[src/rtl/cpu_io_responder.sv]
// cpu_io_responder
//
// Device-side responder for the cpu_top external I/O port. Words the CPU
// strobes out (cpu_y1/cpu_y2) are queued in a small first-word-fall-through
// FIFO that the host drains through a valid/ready port. The word returned to
// the CPU (cpu_x2) is a host-loaded register, and the CPU's ready input
// (cpu_x1) reports that the FIFO has space.
//
// Ports:
//   clk            single clock, all state updates on the rising edge
//   rst            asynchronous active-low reset
//   cpu_y1/cpu_y2  CPU write strobe / word
//   cpu_x1         ready to CPU, 1 = FIFO not full
//   cpu_x2         word returned to the CPU
//   host_rd_*      FIFO head, valid/ready handshake, zero read latency
//   host_wr_en/    load cpu_x2 register
//   host_wr_data
//   level          FIFO occupancy, 0..DEPTH
//   overflow       sticky dropped-write flag
//
// Optional feature: define CPU_IO_OVF_EN to build the sticky overflow flag.
// Without it, overflow is tied to 0 and writes while full are dropped
// silently. FIFO behaviour is identical in both builds.

module cpu_io_responder #(
  parameter int DATA_W = 30,
  parameter int DEPTH  = 4,
  parameter int AW     = 2
) (
  input  logic              clk,
  input  logic              rst,
  input  logic              cpu_y1,
  input  logic [DATA_W-1:0] cpu_y2,
  output logic              cpu_x1,
  output logic [DATA_W-1:0] cpu_x2,
  output logic              host_rd_valid,
  output logic [DATA_W-1:0] host_rd_data,
  input  logic              host_rd_ready,
  input  logic              host_wr_en,
  input  logic [DATA_W-1:0] host_wr_data,
  output logic [AW:0]       level,
  output logic              overflow
);

  localparam logic [AW:0] FULL_LVL = (AW+1)'(DEPTH);

  logic [DATA_W-1:0] mem [DEPTH];
  logic [AW-1:0]     rd_ptr;
  logic [AW-1:0]     wr_ptr;
  logic [AW:0]       count;
  logic [DATA_W-1:0] x2_reg;
  logic              full;
  logic              empty;
  logic              push;
  logic              pop;

  // Flags come from registered count only, so cpu_x1 never depends
  // combinationally on this cycle's pop: a full FIFO refuses the write even
  // when the host drains the head in the same cycle.
  assign full  = (count == FULL_LVL);
  assign empty = (count == '0);
  assign push  = cpu_y1 && !full;
  assign pop   = !empty && host_rd_ready;

  assign cpu_x1        = !full;
  assign cpu_x2        = x2_reg;
  assign host_rd_valid = !empty;
  assign host_rd_data  = mem[rd_ptr];
  assign level         = count;

  // Storage needs no reset; entries are only visible once count covers them.
  always_ff @(posedge clk) begin
    if (push) begin
      mem[wr_ptr] <= cpu_y2;
    end
  end

  always_ff @(posedge clk or negedge rst) begin
    if (!rst) begin
      rd_ptr <= '0;
      wr_ptr <= '0;
      count  <= '0;
      x2_reg <= '0;
    end else begin
      if (push) begin
        wr_ptr <= wr_ptr + AW'(1);
      end
      if (pop) begin
        rd_ptr <= rd_ptr + AW'(1);
      end
      unique case ({push, pop})
        2'b10:   count <= count + (AW+1)'(1);
        2'b01:   count <= count - (AW+1)'(1);
        default: count <= count;
      endcase
      if (host_wr_en) begin
        x2_reg <= host_wr_data;
      end
    end
  end

`ifdef CPU_IO_OVF_EN
  logic ovf_reg;

  // Sticky until reset; draining the FIFO does not clear it.
  always_ff @(posedge clk or negedge rst) begin
    if (!rst) begin
      ovf_reg <= 1'b0;
    end else if (cpu_y1 && full) begin
      ovf_reg <= 1'b1;
    end
  end

  assign overflow = ovf_reg;
`else
  assign overflow = 1'b0;
`endif

endmodule

[config.mk]
export PLATFORM = sky130hd
export DESIGN_NAME = cpu_io_responder
export DESIGN_NICKNAME = d
export VERILOG_FILES = /design/src/rtl/cpu_io_responder.sv
export SDC_FILE = /design/constraint.sdc
export NUM_CORES = 1
export LEC_CHECK = 0
export ABC_CLOCK_PERIOD_IN_PS = 2940
export BUFFER_PORTS_ARGS = -buffer_cell sky130_fd_sc_hd__buf_4
export CORE_MARGIN = 2
export CORE_UTILIZATION = 40
export DETAILED_ROUTE_END_ITERATION = 8
export PLACE_DENSITY_LB_ADDON = 0.05
export SYNTH_ARGS = -nofsm -noshare
export SYNTH_HDL_FRONTEND = slang
export SYNTH_SLANG_ARGS = --single-unit
[constraint.sdc]
create_clock -name clk -period 2.94 [get_ports clk]
set_input_delay 0.147 -clock clk [delete_from_list [all_inputs] [get_ports clk]]
set_output_delay 0.147 -clock clk [all_outputs]
set_load 0.02 [all_outputs]
### Word-level counts from Yosys, hierarchy flattened

Memory sizes are Yosys's and may differ from the RTL's.
Cells that the tools add are included.

| storage, ports and cells | value |
|---|---|
| input bits | 65 |
| logic and storage cells | 21 |
| memory bits (writable) | 120 |
| flip-flop bits (word level) | 37 |
| memories kept | 1 |

| cells by class | value |
|---|---|
| add/subtract/negate cells | 4 |
| eq/ne operators | 3 |
| reductions and logical operators | 6 |
| muxes and demuxes | 3 |

Memory list:

| memory | words | width | rd ports | clocked after Yosys merged registers in | write ports | line | RTL |
|---|---|---|---|---|---|---|---|
| mem | 4 | 30 | 1 | 0 | 1 | 47 | `logic [DATA_W-1:0] mem [DEPTH];` |

Operators with widths:

| kind | count |
|---|---|
| 3-bit one-hot mux with 2 select lines | 1 |
| 2-bit by 1-bit adder with 2-bit output (second input constant) | 2 |
| 3-bit by 1-bit adder with 3-bit output (second input constant) | 1 |
| 3-bit equality test (second input constant) | 1 |
| 3-bit logical NOT | 1 |
| 3-bit by 1-bit subtractor with 3-bit output (second input constant) | 1 |
| 2-bit by 1-bit equality test with 1-bit output (second input constant) | 1 |
| 2-bit equality test (second input constant) | 1 |
| 1-bit logical AND | 2 |
| 1-bit logical NOT | 2 |
| 1-bit 2-to-1 mux | 2 |
| 2-bit nonzero test | 1 |

### Longest topological paths before layout

Gate-level depths: netlist of the first run.

| depth | value |
|---|---|
| depth in word-level cells | 5 |
| mapped depth | 9 |

### Worst setup path before layout of the first run

Ideal clock, no wire load.

| timing path | value |
|---|---|
| path type | register to register |
| start point | register count[2] (netlist: level[2]) |
| end point | register count[2] (netlist: level[2]) |
| buffers on the path | 0 |
| cell stages (with the launch flop) | 10 |
| arrival | 2.147 ns |
| library setup time | 0.080 ns |
| path slack | 0.714 ns |
| data required time | 2.860 ns |
| cell sequence | dfrtp_1 > or3b_4 > and2_4 > inv_1 > ha_1 > inv_1 > fa_1 > xor2_1 > nor2_1 > xor2_1 |

| between the ends | value |
|---|---|
| cells in the longest elaborated chain, start to end | 5 |

RTL lines:

| what | line | RTL |
|---|---|---|
| start, declared | 50 | `logic [AW:0] count;` |
| start signal, assigned | 92 | `2'b10: count <= count + (AW+1)'(1);` |
| start signal, assigned | 93 | `2'b01: count <= count - (AW+1)'(1);` |
| start signal, assigned | 94 | `default: count <= count;` |
| 3-bit equality test (*) | 60 | `assign full = (count == FULL_LVL);` |
| 1-bit logical NOT (*) | - |  |
| via cpu_x1 | 34 | `output logic cpu_x1,` |
| 1-bit logical AND (*) | 62 | `assign push = cpu_y1 && !full;` |
| 2-bit by 1-bit equality test with 1-bit output / 2-bit equality test (equally long branches) | 91 | `unique case ({push, pop})` |
| 3-bit one-hot mux with 2 select lines / 2-bit nonzero test (equally long branches) | - |  |

Mark *: on every way through the listed nets, which the timed path passes. The rest lies on a longest branch.
A chain may end at the register's enable or synchronous reset.

### Final worst setup path of the first run

| timing path | value |
|---|---|
| start point | register rd_ptr[0] |
| end point | output port host_rd_data[19] |

| between the ends | value |
|---|---|
| cells in the longest elaborated chain, start to end | 1 |

RTL lines:

| what | line | RTL |
|---|---|---|
| start, declared | 48 | `logic [AW-1:0] rd_ptr;` |
| start signal, assigned | 89 | `rd_ptr <= rd_ptr + AW'(1);` |
| memory read 4 x 30 bit | - |  |
| end, declared | 37 | `output logic [DATA_W-1:0] host_rd_data,` |

Every way passes these cells.

==> results of run 1 <==
[final cells by class]
class / count / area [sq um] / area share (%)
sequential: 157 / 4530 / 54.7
timing repair buffer: 196 / 1670 / 20.2
multi-input combinational: 85 / 1250 / 15.1
clock buffer: 19 / 464 / 5.60
tap: 184 / 230 / 2.78
clock inverter: 13 / 110 / 1.33
inverter: 6 / 22.5 / 0.272
[final timing paths]
| path | to | depth (start not counted) | slack (ns) | startpoint |
|---|---|---|---|---|
| setup / recovery | host_rd_data[19] | 3 | 0.65 | rd_ptr[0] |
| hold / removal | wr_ptr[0] | 3 | 0.09 | cpu_y1 |
| setup reg to reg | level[2] | 9 | 0.76 | level[0] |
| hold reg to reg | cpu_x2[21] | 1 | 0.51 | cpu_x2[21] |
| max in group asynchronous | rd_ptr[0] | 2 | 2.35 | rst |
| min in group asynchronous | cpu_x2[29] | 2 | 0.23 | rst |
[cells by family (layout without fill, tap and decap cells)]
family          after synthesis  count (layout)  share of synthesized area (%)
other cells                   1               1                         0.0640
simple gates                  9               9                           1.11
buf+inv                      17             234                           1.30
compound gates                1               1                          0.171
fa+ha+maj                     6               6                           1.41
flops                       157             157                           77.3
xor+xnor                      6               6                          0.897
mux                          62              62                           17.7
[flip-flops by register name, summed over array words and instances, names as in the netlist]
signal  count
cpu_x2     30
rd_ptr      2
mem       120
wr_ptr      2
level       3
[critical path: stages, from the launching register on]
cell and delay, ns:
dfrtp_2 0.73, buf_12 0.27, mux4_2 0.54, buf_4 0.18
[routing by layer]
| metal | up-vias | track usage (%) | routed length [microns] |
|---|---|---|---|
| li1 | 1444 | - | - |
| met1 | 1573 | 19.3 | 4750 |
| met2 | 107 | 25.4 | 5600 |
| met3 | 10 | 5.73 | 750 |
| met4 | 0 | 5.49 | 121 |
| met5 | - | 0 | 0 |
[stage by stage]
stage / std cells / utilization, % / hold slack [ns] / cell area [sq um] / setup WS [ns]
2_1_floorplan: 259 / - / -0.149 / 5860 / 0.714
3_3_place_gp: 567 / 49.2 / 0.146 / 7100 / 0.807
3_5_place_dp: 567 / 49.2 / 0.141 / 7100 / 0.763
4_1_cts: 660 / 57.4 / 0.0818 / 8290 / 0.560
5_1_grt: 660 / 57.4 / 0.101 / 8290 / 0.498
6_report: 660 / 57.4 / 0.0929 / 8290 / 0.652
[cell usage after synthesis, drive strengths merged]
master | number | area (sq um)
xnor2 | 3 | 26.3
nor2 | 1 | 3.75
mux4 | 30 | 676
xor2 | 3 | 26.3
nand2 | 1 | 3.75
inv | 6 | 22.5
clkbuf | 3 | 11.3
dfrtp | 37 | 926
and2 | 1 | 8.76
conb | 1 | 3.75
edfxtp | 120 | 3600
or3b | 1 | 11.3
and3 | 4 | 30.0
o31a | 1 | 10.0
mux2 | 31 | 353
buf | 8 | 42.5
mux2i | 1 | 10.0
ha | 5 | 62.6
fa | 1 | 20.0
or3 | 1 | 7.51
[power breakdown]
part / switching [W] / leakage, nW / internal, W
combinational: 0.00114 / 1.38 / 0.00120
sequential: 0.000289 / 1.53 / 0.00286
clock: 0.000854 / 0.290 / 0.00124
==> results.md, run 1 <==
- Vias in the first global route: 3519
- Slew Limit Headroom: 44.3%
- Vias/cell: 4.75
- Final Setup Violations: 0
- TNS Setup: 0 ns
- Filler instances: 1115
- Total GRT Usage: 15.5%
- Nature of the critical path startpoint: flop
- Final Wtd Congestion: 0.671
- Clock tree from TritonCTS: done
- Critical Path RT: 2.79 ns
- Final wirelength: 11200 microns
- Setup crit end kind: output pin
- Worst vdd ir: 0.394 mV
- Hold Crit Class: in2reg
- Clock sink total: 157
- Total Power: 0.00758 W
- First-pass GRT wire length: 18400 microns
- Row count: 44
- RSZ-0062 raised after global routing: false
- Drt pass-1 iters: 4
- Hold_buf cts: 61
- CP Data Arrival Time: 2.14 ns
- Initial DRC Count: 127
- Maximum clock frequency: 437 MHz
- Share of cells above drive strength 1: 50.0%
- Clock Path Buffers: 2
- PwrDens: 915 nW/um^2
- Status: finished clean
- Buffers added on ports: 129
- TritonCTS Buffers: 17
- Hold Fails Final Rpt: 0
- Largest net degree at the start of global routing: 38
- Initial antenna violation count: 0
- Synthesized area: 5860 sq um
- N_diodes: 0
- Lkg Pwr: 3.20 nW
- # Post-CTS Setup Buffers: 0
- Clock Skew: 0.00924 ns
- Crit share post-route: 77.8%
- WL/cell: 17.0 microns
- Distinct cell type count after synthesis: 23
- CTS H-tree depth: 4
- Crit path time final: 2.29 ns
- Post-layout net count: 534
- Drt drc: 0
- Area growth, synth to finish: 41.4%
- Root Buffer: clkbuf_16
- Die ar.: 15600 sq um
- Syn avg cell area: 22.6 sq um
- Synth Register Bits: 157
- Worst Tran Pin Value: 0.836 ns
- Max Slew Vio Count: 0
- Post_cts resized: 0
- Commonest cells after routing, fill and taps aside: buf_4 (131), edfxtp_1 (120), dlygate4sd3_1 (61)
- Post-synthesis sequential area ratio: 77.3%
- Warnings, synthesis: 0
- Clock-pin slew on the worst setup and hold paths: 0.06 ns
- Syn Inst Count: 259
- Gr ovfl total: 0
- Routed Antenna Nets: 0
- Overall die height: 125 microns
- Post-detail-place hpwl: 7050 microns
- DIE WIDTH: 125 microns
- Core Footprint: 14400 sq um
- Ports: 131
- Setup CP Type: reg2out
- Via count: 3134
- Skew-Pair Late Insertion Delay: 0.41 ns
- Most common cell after layout, fill and taps aside: buf_4
- Max Cap Viol: 0
- Critical-path maximum fanout: 17
- Initial core utilization: 40.6%
- Syn Nets: 330
(Power assumes the default switching activity.)
==> run 2: changes to the inputs <==
Settings changed: ABC_AREA set to 1, ABC_CLOCK_PERIOD_IN_PS 2940 to 1870.
Clock period 2.94 ns to 1.87 ns, I/O delays scaled along.
==> run 2 against run 1 <==
Clock skew is 0.00053 ns lower. Sequential share of layout area down 3.7 points. Setup slack worse by 0.56 ns. Core utilization increased by 0.61 points. Register-to-register slack worse by 0.67 ns. Synthesized cell count rose by 83%. Combinational power is 100% higher. Die area rose by 7.9%. Critical endpoint is now level[1]. Highest routed layer unchanged.
==> results.md, run 2 <==
- Fin worst setup slack: 0.0873 ns (-0.564 ns)
- Max stage delay on crit path: 0.43 ns (-0.30 ns)
- Top-count cell post-synth: edfxtp_1
- Final wirelength: 13000 microns (+16%)
- Post-synthesis sequential area ratio: 71.5% (-5.8 points)
- Number of synthesized flops with an enable pin: 120 (unchanged)
- Final Setup Violations: 0 (unchanged)
- Initial core utilization: 41.4% (+0.74 points)
- N_diodes: 0 (unchanged)
- Crit share post-route: 95.3%
- Placed cell count: 806 (+42%)
- Die ar.: 16900 sq um (+7.9%)
- Register name with the most flops: mem
- Syn avg cell area: 13.4 sq um (-41%)
- Via count: 4117 (+31%)
- Most common cell after layout, fill and taps aside: buf_4
- Setup CP Type: reg2reg
- Vias in the first global route: 4109 (+17%)
- Max reg flops: 120 (unchanged)
- Root Buffer: clkbuf_16
- DIE WIDTH: 130 microns (+3.9%)
- Cell taking the most area after synthesis: edfxtp_1
- WL/cell: 14.5 microns (-15%)
- Critical Path RT: 2.21 ns (-0.58 ns)
- Clock Path Buffers: 2 (unchanged)
- Crit path time final: 1.78 ns
- TNS Setup: 0 ns (unchanged)
- Synth Register Bits: 157 (unchanged)
- Cell family with most CP delay: adder cells
- Max Slew Vio Count: 0 (unchanged)
- Worst vdd ir: 0.644 mV (+63%)
- Clock tree from TritonCTS: done
- Status: finished clean
- Filler instances: 1298 (+16%)
- Buffers & Inverters on Critical Path: 3 (+1)
- First-pass GRT wire length: 20800 microns (+13%)
- Synth top cells by count: edfxtp_1 (120), nand2_1 (107), inv_1 (75)
- Hold_ws: 0.169 ns (+0.0765 ns)
- Initial DRC Count: 167 (+31%)
- Distinct cell type count after synthesis: 19 (-17%)
- Ports: 131 (unchanged)
- Synthesized area: 6330 sq um (+8.1%)
- Post-synth top area share: 56.9% (-4.6 points)
- Maximum clock frequency: 561 MHz
- Drt drc: 0 (unchanged)
- CTS H-tree depth: 4 (unchanged)
- Initial antenna violation count: 0 (unchanged)
- Area occupied by multi-input gates: 1420 sq um (+13%)
- Largest net degree at the start of global routing: 69 (+82%)
- Skew-Pair Late Insertion Delay: 0.42 ns (about the same)
- Async SR Flop Fraction: 23.6% (unchanged)
- Commonest register cell after synthesis: edfxtp_1
- Placed Area: 7610 sq um (+7.2%)
- Nature of the critical path startpoint: flop
- Clock sink total: 157 (unchanged)
- Routed Antenna Nets: 0 (unchanged)
- Lkg Pwr: 3.77 nW (+18%)
- Area growth, synth to finish: 40.4%
- Warnings, synthesis: 0 (unchanged)
- Area contributors post-synth: edfxtp_1 (57%), dfrtp_1 (15%), o211ai_1 (7.1%)
- Post-detail-place hpwl: 8080 microns (+15%)
- CP Data Arrival Time: 2.12 ns (-0.02 ns)
- Commonest cells after routing, fill and taps aside: buf_4 (141), edfxtp_1 (120), nand2_1 (105)
- Syn Nets: 545 (+65%)
- Share of cells above drive strength 1: 31.7% (-18 points)
- Vias/cell: 4.57 (-3.8%)
- Critical-path cell list: inv_2, nand3_2, nand2_1, inv_1, ha_2, inv_1, fa_2, o21ai_0
- Fin area: 8890 sq um (+7.3%)
- Non-Filler Instances: 901 (+37%)
- Drt pass-1 iters: 4 (unchanged)
- Gr ovfl total: 0 (unchanged)
- Buffers added on ports: 129 (unchanged)
- Setup crit end kind: flop
- RSZ-0062 raised after global routing: false
- TritonCTS Buffers: 17 (unchanged)
- Slowest-stage cell, CP: fa_2
- Total GRT Usage: 16.5% (+0.92 points)
- Row count: 45 (+2.3%)
- Overall die height: 130 microns (+3.9%)
- Final Wtd Congestion: 0.796 (+19%)
- Hold Crit Class: in2async
- Most common cell on crit path: inv_1
- Sequential cell area: 4530 sq um (about the same)
- PwrDens: 1480 nW/um^2 (+62%)
- Clock-pin slew on the worst setup and hold paths: 0.06 ns (about the same)
- Syn Inst Count: 474 (+83%)
- Hold Fails Final Rpt: 0 (unchanged)
- Clock Skew: 0.00870 ns (-0.000534 ns)
- Max Cap Viol: 0 (unchanged)
- Critical-path maximum fanout: 5 (-12)
- Post-layout net count: 748 (+40%)
- Core Footprint: 15300 sq um (+6.2%)
- Place WS: 0.0798 ns (-0.683 ns)
- # Post-CTS Setup Buffers: 0 (unchanged)
[run 2: changes by cell type after synthesis, sizes merged, moves of 2 or more]
cell / delta
and3: -4
buf: +9
clkbuf: +3
inv: +70
mux4: -30
nand2: +106
nand3: +7
nor2: +3
o211ai: +60
xnor2: -2
xor2: -3
[run 2: what timing repair did]
action	CTS	global route
setup endpoints to repair	0	1
hold endpoints to repair	190	0
gates resized for setup	0	5
hold buffers	63	0
[run 2: path summary, 6_finish.rpt]
path / from / cells past startpoint / to / slack (ns)
hold reg to reg: cpu_x2[24] / 1 / cpu_x2[24] / 0.51
setup reg to reg: level[0] / 8 / level[1] / 0.09
max in group asynchronous: rst / 2 / level[2] / 1.34
setup / recovery: level[0] / 8 / level[1] / 0.09
hold / removal: rst / 2 / cpu_x2[12] / 0.17
min in group clk: host_wr_en / 2 / cpu_x2[12] / 0.21
[run 2: area by class of cell]
| type | count | area share (%) |
|---|---|---|
| Clock buffer | 17 | 4.78 |
| Tap cell | 211 | 2.97 |
| Sequential cell | 157 | 51.0 |
| Multi-Input combinational cell | 218 | 15.9 |
| Inverter | 76 | 3.22 |
| Timing Repair Buffer | 207 | 19.7 |
| Clock inverter | 15 | 2.45 |
[run 2: where the power goes]
group          total [W]  internal (W)  switching (W)
Combinational    0.00476       0.00184        0.00292
Sequential       0.00468       0.00447       0.000208
Clock            0.00371       0.00236        0.00135
Total             0.0132       0.00868        0.00447
[run 2: logic make-up after synthesis]
group           after synthesis  share of synthesized area (%)
compound gates               61                           7.19
mux                          30                           5.33
fa+ha+maj                     6                           1.30
simple gates                119                           7.23
xor+xnor                      1                          0.138
other cells                   1                         0.0592
flops                       157                           71.5
buf+inv                      99                           7.23
[run 2: routing by layer]
layer / part of all wire, % / global-route usage [%]
met5: 0 / 0
met4: 1.5 / 6.01
met3: 4.7 / 5.29
met2: 50 / 27.6
met1: 44 / 20.1
[run 2: stage by stage]
| step | total power, W | util [%] |
|---|---|---|
| 6_report | 0.0132 | 58.1 |
| 5_1_grt | 0.0139 | 58.1 |
| 4_1_cts | 0.0133 | 58.0 |
| 3_5_place_dp | 0.00948 | 49.7 |
| 3_3_place_gp | 0.00942 | 49.7 |
| 2_1_floorplan | 0.00769 | - |
==> run 3: changes to the inputs <==
Settings changed: CORE_ASPECT_RATIO set to 1.25.
==> run 3 against run 2 <==
Fmax is 0.67% lower. Largest power group unchanged. Highest routed layer unchanged. Global-route usage is 0.62 points lower. Core utilization is 1.2 points lower. Sequential power hardly changed. Wire length is 2.1% lower. Register-to-register slack better by 0.06 ns. Power is 2.5% lower. First-iteration DRC count is 9.0% higher.
==> results.md, run 3 (synthesis gave the netlist of run 2 again) <==
- Ports: 131 (unchanged)
- Gr ovfl total: 0 (unchanged)
- Placed Area: 7590 sq um (-0.18%)
- Reg-to-reg setup timing slack: 0.15 ns (+0.06 ns)
- Crit path time final: 1.79 ns (+0.0120 ns)
- TritonCTS Buffers: 17 (unchanged)
- WL/cell: 14.2 microns (-2.1%)
- Share of cells above drive strength 1: 31.3% (-0.39 points)
- Clock Skew: 0.00708 ns (-0.00163 ns)
- Largest net degree at the start of global routing: 80 (+16%)
- Status: finished clean
- Maximum clock frequency: 557 MHz (-0.67%)
- Critical Path Start: rd_ptr[0]
- Nature of the critical path startpoint: flop
- N_diodes: 0 (unchanged)
- Capture point of the worst reg-to-reg path: level[2]
- Max reg flops: 120 (unchanged)
- Vias in the first global route: 4124 (+0.37%)
- R2R depth: 11 (+3)
- Root Buffer: clkbuf_16
- Initial DRC Count: 182 (+9.0%)
- Reg-to-Reg Start: level[2]
- Clock Path Buffers: 2 (unchanged)
- Worst vdd ir: 0.695 mV (+7.8%)
- Die ar.: 16900 sq um (about the same)
- Skew-Pair Late Insertion Delay: 0.42 ns (about the same)
- Routed Antenna Nets: 0 (unchanged)
- Commonest cells after routing, fill and taps aside: buf_4 (139), edfxtp_1 (120), nand2_1 (106)
- Via count: 4109 (-0.19%)
- Clock tree from TritonCTS: done
- Drt pass-1 iters: 5 (+1)
- Lkg Pwr: 3.77 nW (-0.15%)
- PwrDens: 1450 nW/um^2 (-2.1%)
- Most common cell after layout, fill and taps aside: buf_4
- Setup CP Type: reg2out
- First-pass GRT wire length: 19900 microns (-4.1%)
- Overall die height: 145 microns (+11%)
- Crit share post-route: 96.0% (+0.64 points)
- Register name with the most flops: mem
- Vias/cell: 4.56 (-0.19%)
- Final core utilization: 56.9% (-1.2 points)
- Final Setup Violations: 0 (unchanged)
- Fin area: 8860 sq um (-0.37%)
- Critical Path RT: 1.78 ns (-0.43 ns)
- Setup crit end kind: output pin
- DIE WIDTH: 117 microns (-10%)
- Max Cap Viol: 0 (unchanged)
- Max Slew Vio Count: 0 (unchanged)
- Core Footprint: 15600 sq um (+1.7%)
- Total GRT Usage: 15.8% (-0.62 points)
- Drt drc: 0 (unchanged)
- CTS H-tree depth: 4 (unchanged)
- Clock sink total: 157 (unchanged)
- Critical-path maximum fanout: 79 (+74)
- Clock-pin slew on the worst setup and hold paths: 0.06 ns (about the same)
- Post-detail-place hpwl: 7870 microns (-2.6%)
- Hold Crit Class: in2async
- Initial antenna violation count: 0 (unchanged)
- Hold Fails Final Rpt: 0 (unchanged)
- RSZ-0062 raised after global routing: true
- Initial core utilization: 40.7% (-0.68 points)
- Final wirelength: 12800 microns (-2.1%)
- Post-layout net count: 747 (-0.13%)
- CP Data Arrival Time: 1.70 ns (-0.42 ns)
- Row count: 51 (+13%)
- Buffers added on ports: 129 (unchanged)
- Area growth, synth to finish: 39.9%
- Final Wtd Congestion: 0.744 (-6.5%)
## run 3: cell types whose count changed in the layout (fill, tap and decap cells not counted), moves of 2 or more
cell and change:
clkinv_1 -2, clkbuf_8 +2, clkbuf_16 +4, buf_4 -2, clkinv_4 +2, bufinv_16 -5
## run 3: power by group
group          leakage, nW  internal [W]  switching [W]  total, W
clock                0.307       0.00210        0.00135   0.00345
combinational         1.93       0.00183        0.00287   0.00470
sequential            1.53       0.00447       0.000205   0.00468
total                 3.77       0.00840        0.00443    0.0128
## run 3: cell type report
type | count | area [sq um]
fillers | 1323 | 6710
flip-flops and latches | 157 | 4530
repair buffers | 206 | 1750
multi-input cells | 218 | 1410
clock buffers | 23 | 553
inverters | 76 | 287
well taps | 212 | 265
clock inverters | 9 | 67.6
## run 3: critical path, cell delays in order (launching register included)
cell and delay (ns):
dfrtp_1 0.40, clkinv_2 0.08, buf_12 0.26, nand2_1 0.09, o211ai_1 0.09, nand2_1 0.12
buf_4 0.17
## run 3: worst max path at each step
stage | endpoint | slack [ns]
2_1_floorplan | level[2] | 0.002
3_3_place_gp | level[2] | 0.18
3_5_place_dp | level[2] | 0.09
4_1_cts | host_rd_data[14] | 0.07
5_1_grt | host_rd_data[5] | -0.03
6_report | host_rd_data[14] | 0.08
## run 3: repair_timing
item	CTS	global route
hold buffers	63	0
setup endpoints to repair	1	8
gates resized for setup	1	1
buffers inserted	0	1
hold endpoints to repair	190	0
## run 3: metal layers
metal	vias up	global-route usage [%]	part of all wire, %
li1	2035	-	-
met1	1953	17.9	41
met2	107	27.4	52
met3	14	5.79	5.5
met4	0	5.94	1.4
met5	-	0	0
## run 3: per-stage QoR
stage	setup slack [ns]	hold WS (ns)	setup TNS (ns)	total power, W	instances
5_1_grt	-0.0305	0.196	-0.109	0.0136	901
6_report	0.0752	0.165	0	0.0128	901
3_5_place_dp	0.0881	0.0916	0	0.00942	805
2_1_floorplan	0.00222	-0.202	0	0.00769	474
4_1_cts	0.0692	0.176	0	0.0130	900
3_3_place_gp	0.177	0.0907	0	0.00934	805
